==> src/rtl/hram_arbiter.sv <==
`timescale 1ns/1ps
// Two-port arbiter sharing one hyper_xface; fixed priority, or round-robin when HRAM_ARB_RR_EN is defined.
// Latency: grant sampled in IDLE, ack + xf request pulse next cycle, done in first IDLE cycle after completion.
// Backpressure: requests are level-held and sampled only in IDLE; while busy they simply stay pending.
module hram_arbiter #(
    parameter int unsigned START_TIMEOUT = 4
) (
    input  logic        clk_i,
    input  logic        reset_i,
    input  logic        rq0_rd_req_i,
    input  logic        rq0_wr_req_i,
    input  logic [31:0] rq0_addr_i,
    input  logic [31:0] rq0_wr_d_i,
    input  logic        rq1_rd_req_i,
    input  logic        rq1_wr_req_i,
    input  logic [31:0] rq1_addr_i,
    input  logic [31:0] rq1_wr_d_i,
    output logic        rq0_ack_o,
    output logic        rq1_ack_o,
    output logic        rq0_done_o,
    output logic        rq1_done_o,
    output logic        rq0_rd_vld_o,
    output logic        rq1_rd_vld_o,
    output logic [31:0] rq_rd_d_o,
    output logic        xf_rd_req_o,
    output logic        xf_wr_req_o,
    output logic [31:0] xf_addr_o,
    output logic [31:0] xf_wr_d_o,
    input  logic        xf_busy_i,
    input  logic        xf_rd_rdy_i,
    input  logic [31:0] xf_rd_d_i,
    output logic        arb_busy_o,
    output logic        owner_o
);

    typedef enum logic [1:0] {IDLE, ISSUE, WAIT_START, WAIT_DONE} state_t;

    localparam logic [3:0] TO_LAST = 4'(START_TIMEOUT - 1);

    state_t      state_q, state_d;
    logic        op_wr_q, op_wr_d;
    logic        owner_q, owner_d;
    logic [31:0] addr_q, addr_d;
    logic [31:0] wdat_q, wdat_d;
    logic [31:0] rd_d_q, rd_d_d;
    logic [3:0]  cnt_q, cnt_d;
    logic [1:0]  ack_q, ack_d;
    logic [1:0]  done_q, done_d;
    logic [1:0]  vld_q, vld_d;
    logic        xf_rd_req_q, xf_rd_req_d;
    logic        xf_wr_req_q, xf_wr_req_d;
    logic        arb_busy_q, arb_busy_d;

    logic pend0, pend1, gnt1;

    always_comb begin
        pend0 = rq0_rd_req_i | rq0_wr_req_i;
        pend1 = rq1_rd_req_i | rq1_wr_req_i;
`ifdef HRAM_ARB_RR_EN
        // On contention the port that did not win last time goes next.
        gnt1 = pend1 & (~pend0 | ~owner_q);
`else
        gnt1 = pend1 & ~pend0;
`endif
    end

    always_comb begin
        state_d     = state_q;
        op_wr_d     = op_wr_q;
        owner_d     = owner_q;
        addr_d      = addr_q;
        wdat_d      = wdat_q;
        rd_d_d      = rd_d_q;
        cnt_d       = cnt_q;
        ack_d       = 2'b00;
        done_d      = 2'b00;
        vld_d       = 2'b00;
        xf_rd_req_d = 1'b0;
        xf_wr_req_d = 1'b0;

        case (state_q)
            IDLE: begin
                if (pend0 | pend1) begin
                    owner_d       = gnt1;
                    addr_d        = gnt1 ? rq1_addr_i : rq0_addr_i;
                    wdat_d        = gnt1 ? rq1_wr_d_i : rq0_wr_d_i;
                    // A port raising both requests gets the write; the read is re-presented later.
                    op_wr_d       = gnt1 ? rq1_wr_req_i : rq0_wr_req_i;
                    ack_d[gnt1]   = 1'b1;
                    xf_wr_req_d   = op_wr_d;
                    xf_rd_req_d   = ~op_wr_d;
                    state_d       = ISSUE;
                end
            end
            ISSUE: begin
                cnt_d   = 4'd0;
                state_d = WAIT_START;
            end
            WAIT_START: begin
                if (xf_busy_i) begin
                    state_d = WAIT_DONE;
                end else if (cnt_q == TO_LAST) begin
                    // Controller never went busy: treat the access as finished.
                    done_d[owner_q] = 1'b1;
                    state_d         = IDLE;
                end else begin
                    cnt_d = cnt_q + 4'd1;
                end
            end
            WAIT_DONE: begin
                if (!xf_busy_i) begin
                    done_d[owner_q] = 1'b1;
                    state_d         = IDLE;
                end
            end
            default: state_d = IDLE;
        endcase

        if ((state_q == WAIT_START || state_q == WAIT_DONE) && !op_wr_q && xf_rd_rdy_i) begin
            rd_d_d         = xf_rd_d_i;
            vld_d[owner_q] = 1'b1;
        end

        arb_busy_d = (state_d != IDLE);
    end

    always_ff @(posedge clk_i) begin
        if (reset_i) begin
            state_q     <= IDLE;
            op_wr_q     <= 1'b0;
            owner_q     <= 1'b1;
            addr_q      <= '0;
            wdat_q      <= '0;
            rd_d_q      <= '0;
            cnt_q       <= '0;
            ack_q       <= '0;
            done_q      <= '0;
            vld_q       <= '0;
            xf_rd_req_q <= 1'b0;
            xf_wr_req_q <= 1'b0;
            arb_busy_q  <= 1'b0;
        end else begin
            state_q     <= state_d;
            op_wr_q     <= op_wr_d;
            owner_q     <= owner_d;
            addr_q      <= addr_d;
            wdat_q      <= wdat_d;
            rd_d_q      <= rd_d_d;
            cnt_q       <= cnt_d;
            ack_q       <= ack_d;
            done_q      <= done_d;
            vld_q       <= vld_d;
            xf_rd_req_q <= xf_rd_req_d;
            xf_wr_req_q <= xf_wr_req_d;
            arb_busy_q  <= arb_busy_d;
        end
    end

    assign rq0_ack_o    = ack_q[0];
    assign rq1_ack_o    = ack_q[1];
    assign rq0_done_o   = done_q[0];
    assign rq1_done_o   = done_q[1];
    assign rq0_rd_vld_o = vld_q[0];
    assign rq1_rd_vld_o = vld_q[1];
    assign rq_rd_d_o    = rd_d_q;
    assign xf_rd_req_o  = xf_rd_req_q;
    assign xf_wr_req_o  = xf_wr_req_q;
    assign xf_addr_o    = addr_q;
    assign xf_wr_d_o    = wdat_q;
    assign arb_busy_o   = arb_busy_q;
    assign owner_o      = owner_q;

endmodule

==> config.mk <==
export PLATFORM = sky130hd
export DESIGN_NAME = hram_arbiter
export DESIGN_NICKNAME = d
export VERILOG_FILES = /design/src/rtl/hram_arbiter.sv
export SDC_FILE = /design/constraint.sdc
export NUM_CORES = 1
export LEC_CHECK = 0
export CAP_MARGIN = 20
export CORE_MARGIN = 4
export CORE_UTILIZATION = 37
export CTS_BUF_LIST = sky130_fd_sc_hd__clkbuf_2 sky130_fd_sc_hd__clkbuf_4 sky130_fd_sc_hd__clkbuf_8
export CTS_CLUSTER_SIZE = 10
export DETAILED_ROUTE_END_ITERATION = 10
export HOLD_SLACK_MARGIN = 0.1
export PLACE_DENSITY = 0.83
export SLEW_MARGIN = 10
export SYNTH_ARGS = -nofsm -noshare
export SYNTH_HDL_FRONTEND = slang
export SYNTH_SLANG_ARGS = --single-unit
==> constraint.sdc <==
create_clock -name clk_i -period 1.8 [get_ports clk_i]
set_input_delay 0.45 -clock clk_i [delete_from_list [all_inputs] [get_ports clk_i]]
set_output_delay 0.45 -clock clk_i [all_outputs]
set_load 0.005 [all_outputs]
==> results.sh <==
export IMPL_period_needed_ns=1.77
export IMPL_end_kind="flop"
export IMPL_clock_path_buffers=2
export IMPL_vias=5730
export IMPL_synth_flop_cell="dfxtp_1"
export IMPL_p_leak_nw=3.25
export IMPL_arrival_ns=2.08
export IMPL_hold_violations=0
export IMPL_diodes=0
export IMPL_hold_path_class="reg2reg"
export IMPL_clk_latency_ns=0.44
export IMPL_post_cts_setup_buffers=0
export IMPL_port_buffers=273
export IMPL_design_core_area_um2=13500
export IMPL_post_drt_wl_per_cell_um=18.1
export IMPL_drive_above_1_share_pct=16.6
export IMPL_synth_cells=590
export IMPL_synth_top_area_share_pct=44.0
export IMPL_critical_path_class="in2reg"
export IMPL_fin_tns_setup_ns=0
export IMPL_setup_violations=0
export IMPL_cp_max_fo=18
export IMPL_dp_cells=1013
export IMPL_htreeDepth=4
export IMPL_cts_buffers=17
export IMPL_die_w_um=126
export IMPL_status="completed"
export IMPL_slew_headroom_pct=65.5
export IMPL_ys_top_cells_by_count="dfxtp_1, a21oi_1, o21ai_0"
export IMPL_die_h_um=126
export IMPL_maxCapViolations=0
export IMPL_synth_most_common_cell="dfxtp_1"
export IMPL_dr_pass1_iters=5
export IMPL_syn_to_final_growth_pct=71.4
export IMPL_grt_max_degree=59
export IMPL_cpMostUsedCell="buf_4"
export IMPL_seq_area_frac_synth_pct=44.0
export IMPL_fmax_mhz=565
export IMPL_post_dp_hpwl_um=13500
export IMPL_ios=274
export IMPL_track_usage_pct=22.5
export IMPL_yosysTopAreaCell="dfxtp_1"
export IMPL_async_flop_share_pct=0
export IMPL_gp_congestion=0.860
export IMPL_peakVddDrop_v=0.000464
export IMPL_syn_avg_cell_area_um2=8.72
export IMPL_hold_buffers=0
export IMPL_crit_slowest_cell="clkdlybuf4s50_1"
export IMPL_final_setup_skew_ns=0.00979
export IMPL_dr_first_iter_drc_count=230
export IMPL_fin_total_pwr_mw=7.88
export IMPL_max_stage_delay_ns=0.45
export IMPL_maxSlewViolCount=0
export IMPL_fillCellCount=1084
export IMPL_grt_pass1_vias=5753
export IMPL_grt_pass1_wl_um=28900
export IMPL_clock_sinks=113
export IMPL_viasPerCell=5.48
export IMPL_ant_nets=0
export IMPL_cts_tree="done"
export IMPL_worst_slew_pin_slew_ns=0.517
export IMPL_start_kind="input pin"
export IMPL_synth_edff_count=0
export IMPL_clkSlewWorstSetupHoldPaths_ns=0.07
export IMPL_syn_area_um2=5140
export IMPL_power_density_nw_per_um2=893
export IMPL_yosys_warnings=0
export IMPL_timing_final_crit_share_pct=98.3
export IMPL_antenna_found_initial=0
export IMPL_worstPathCellList="clkdlybuf4s50_1 -> buf_4 -> or2_2 -> buf_4 -> o21ai_0 -> a311oi_2"
export IMPL_cts_root_buf="clkbuf_8"
export IMPL_start_util_pct=38.2
export IMPL_crit_required_ns=2.11
export IMPL_syn_num_nets=759
export IMPL_synth_cell_types=32
export IMPL_fin_cells=1045
export IMPL_drc_errors=0
export IMPL_hold_ws_ns=0.453
export IMPL_synth_seq_cells=113
export IMPL_routed_wl_um=18900
export IMPL_overflow=0
export IMPL_die_area_um2=15900
export IMPL_yosys_top_cells_area="dfxtp_1, a311oi_2, a21oi_1"
export IMPL_nets=1025
export IMPL_fp_row_count=42
==> layout by cell type, fill, tap and decap left out, types with 2 or more instances in the layout <==
| cell type | synthesis | layout |
|---|---|---|
| clkinv_2 | 0 | 3 |
| nor3_1 | 4 | 4 |
| nand3_1 | 66 | 66 |
| nor4_1 | 2 | 2 |
| inv_1 | 2 | 2 |
| or2_2 | 2 | 2 |
| nand2b_1 | 3 | 3 |
| a311oi_2 | 50 | 55 |
| o211ai_1 | 2 | 2 |
| dlygate4sd2_1 | 0 | 3 |
| bufinv_16 | 0 | 4 |
| clkbuf_4 | 0 | 2 |
| clkbuf_8 | 0 | 21 |
| nand2_1 | 66 | 66 |
| o21ai_1 | 0 | 10 |
| a21oi_1 | 104 | 104 |
| nand3b_1 | 2 | 2 |
| nor3b_1 | 4 | 3 |
| dlymetal6s2s_1 | 0 | 16 |
| clkdlybuf4s50_1 | 0 | 253 |
| dfxtp_2 | 0 | 2 |
| o21ai_0 | 67 | 57 |
| buf_12 | 0 | 11 |
| nor2_4 | 0 | 3 |
| nor2_1 | 5 | 2 |
| buf_6 | 6 | 2 |
| a311oi_1 | 14 | 9 |
| buf_4 | 0 | 33 |
| dfxtp_1 | 113 | 111 |
| clkinv_4 | 0 | 2 |
==> where the power goes <==
group          switching [mW]  leakage [nW]  total (mW)  internal [mW]
Clock                    1.06         0.237        2.75           1.69
Combinational           0.960          2.08        2.21           1.25
Sequential              0.149         0.931        2.93           2.78
==> worst max-delay path: cells and delay by family <==
| kind | cells | cell delay, ns |
|---|---|---|
| AOI/OAI and AO/OA | 2 | 0.35 |
| and+or+nand+nor | 1 | 0.41 |
| buffers and inverters | 3 | 0.86 |
==> per-layer routing <==
layer / vias to the layer above / track usage, % / share of wire (%)
met4: 0 / 9.46 / 2.5
li1: 2719 / - / -
met2: 274 / 37.9 / 48
met3: 39 / 7.83 / 9.6
met5: - / 0 / 0
met1: 2698 / 26.1 / 40
==> flip-flops by register name (all words and copies together) (netlist names), 2 cells and up <==
name,count
xf_wr_d_o,32
cnt_q,4
xf_addr_o,32
rq_rd_d_o,32
ack_q,2
done_q,2
vld_q,2
state_q,2
==> stage by stage <==
step	util, %	area, um2	setup WS (ns)
after detailed placement	61.5	8280	-0.617
after global placement	61.5	8280	-0.562
after global routing	65.6	8820	-0.00107
after floorplan	-	5140	-0.0253
final	65.6	8820	0.0298
after CTS	65.0	8740	0.000856
==> final timing paths <==
kind	startpoint	to	slack, ns	depth (start not counted)
worst max-delay path	rq0_rd_req_i	xf_addr_o[12]	0.03	6
worst min-delay path	rq_rd_d_o[19]	rq_rd_d_o[19]	0.45	2
worst max register to register	state_q[0]	cnt_q[3]	0.26	3
worst min register to register	rq_rd_d_o[19]	rq_rd_d_o[19]	0.45	2
==> cell families after synthesis <==
family                     after synthesis  share of synthesized area, %
AOI/OAI and AO/OA                      240                          34.4
DFF                                    113                          44.0
and+or+nand+nor                        163                          15.1
adders and majority gates                1                         0.243
buffers and inverters                   73                          6.32
==> final cells by class <==
class / count / area (um2) / area share, %
Timing Repair Buffer: 318 / 3250 / 36.8
Clock inverter: 9 / 153 / 1.73
Clock buffer: 23 / 304 / 3.45
Tap cell: 176 / 220 / 2.50
Inverter: 2 / 7.51 / 0.0851
Sequential cell: 113 / 2260 / 25.7
Multi-Input combinational cell: 404 / 2620 / 29.7
==> what timing repair did <==
| action | CTS | global route |
|---|---|---|
| setup endpoints to repair | 71 | 32 |
| pin swaps | 0 | 2 |
| gates resized for setup | 7 | 33 |
(Power assumes the default switching activity.)
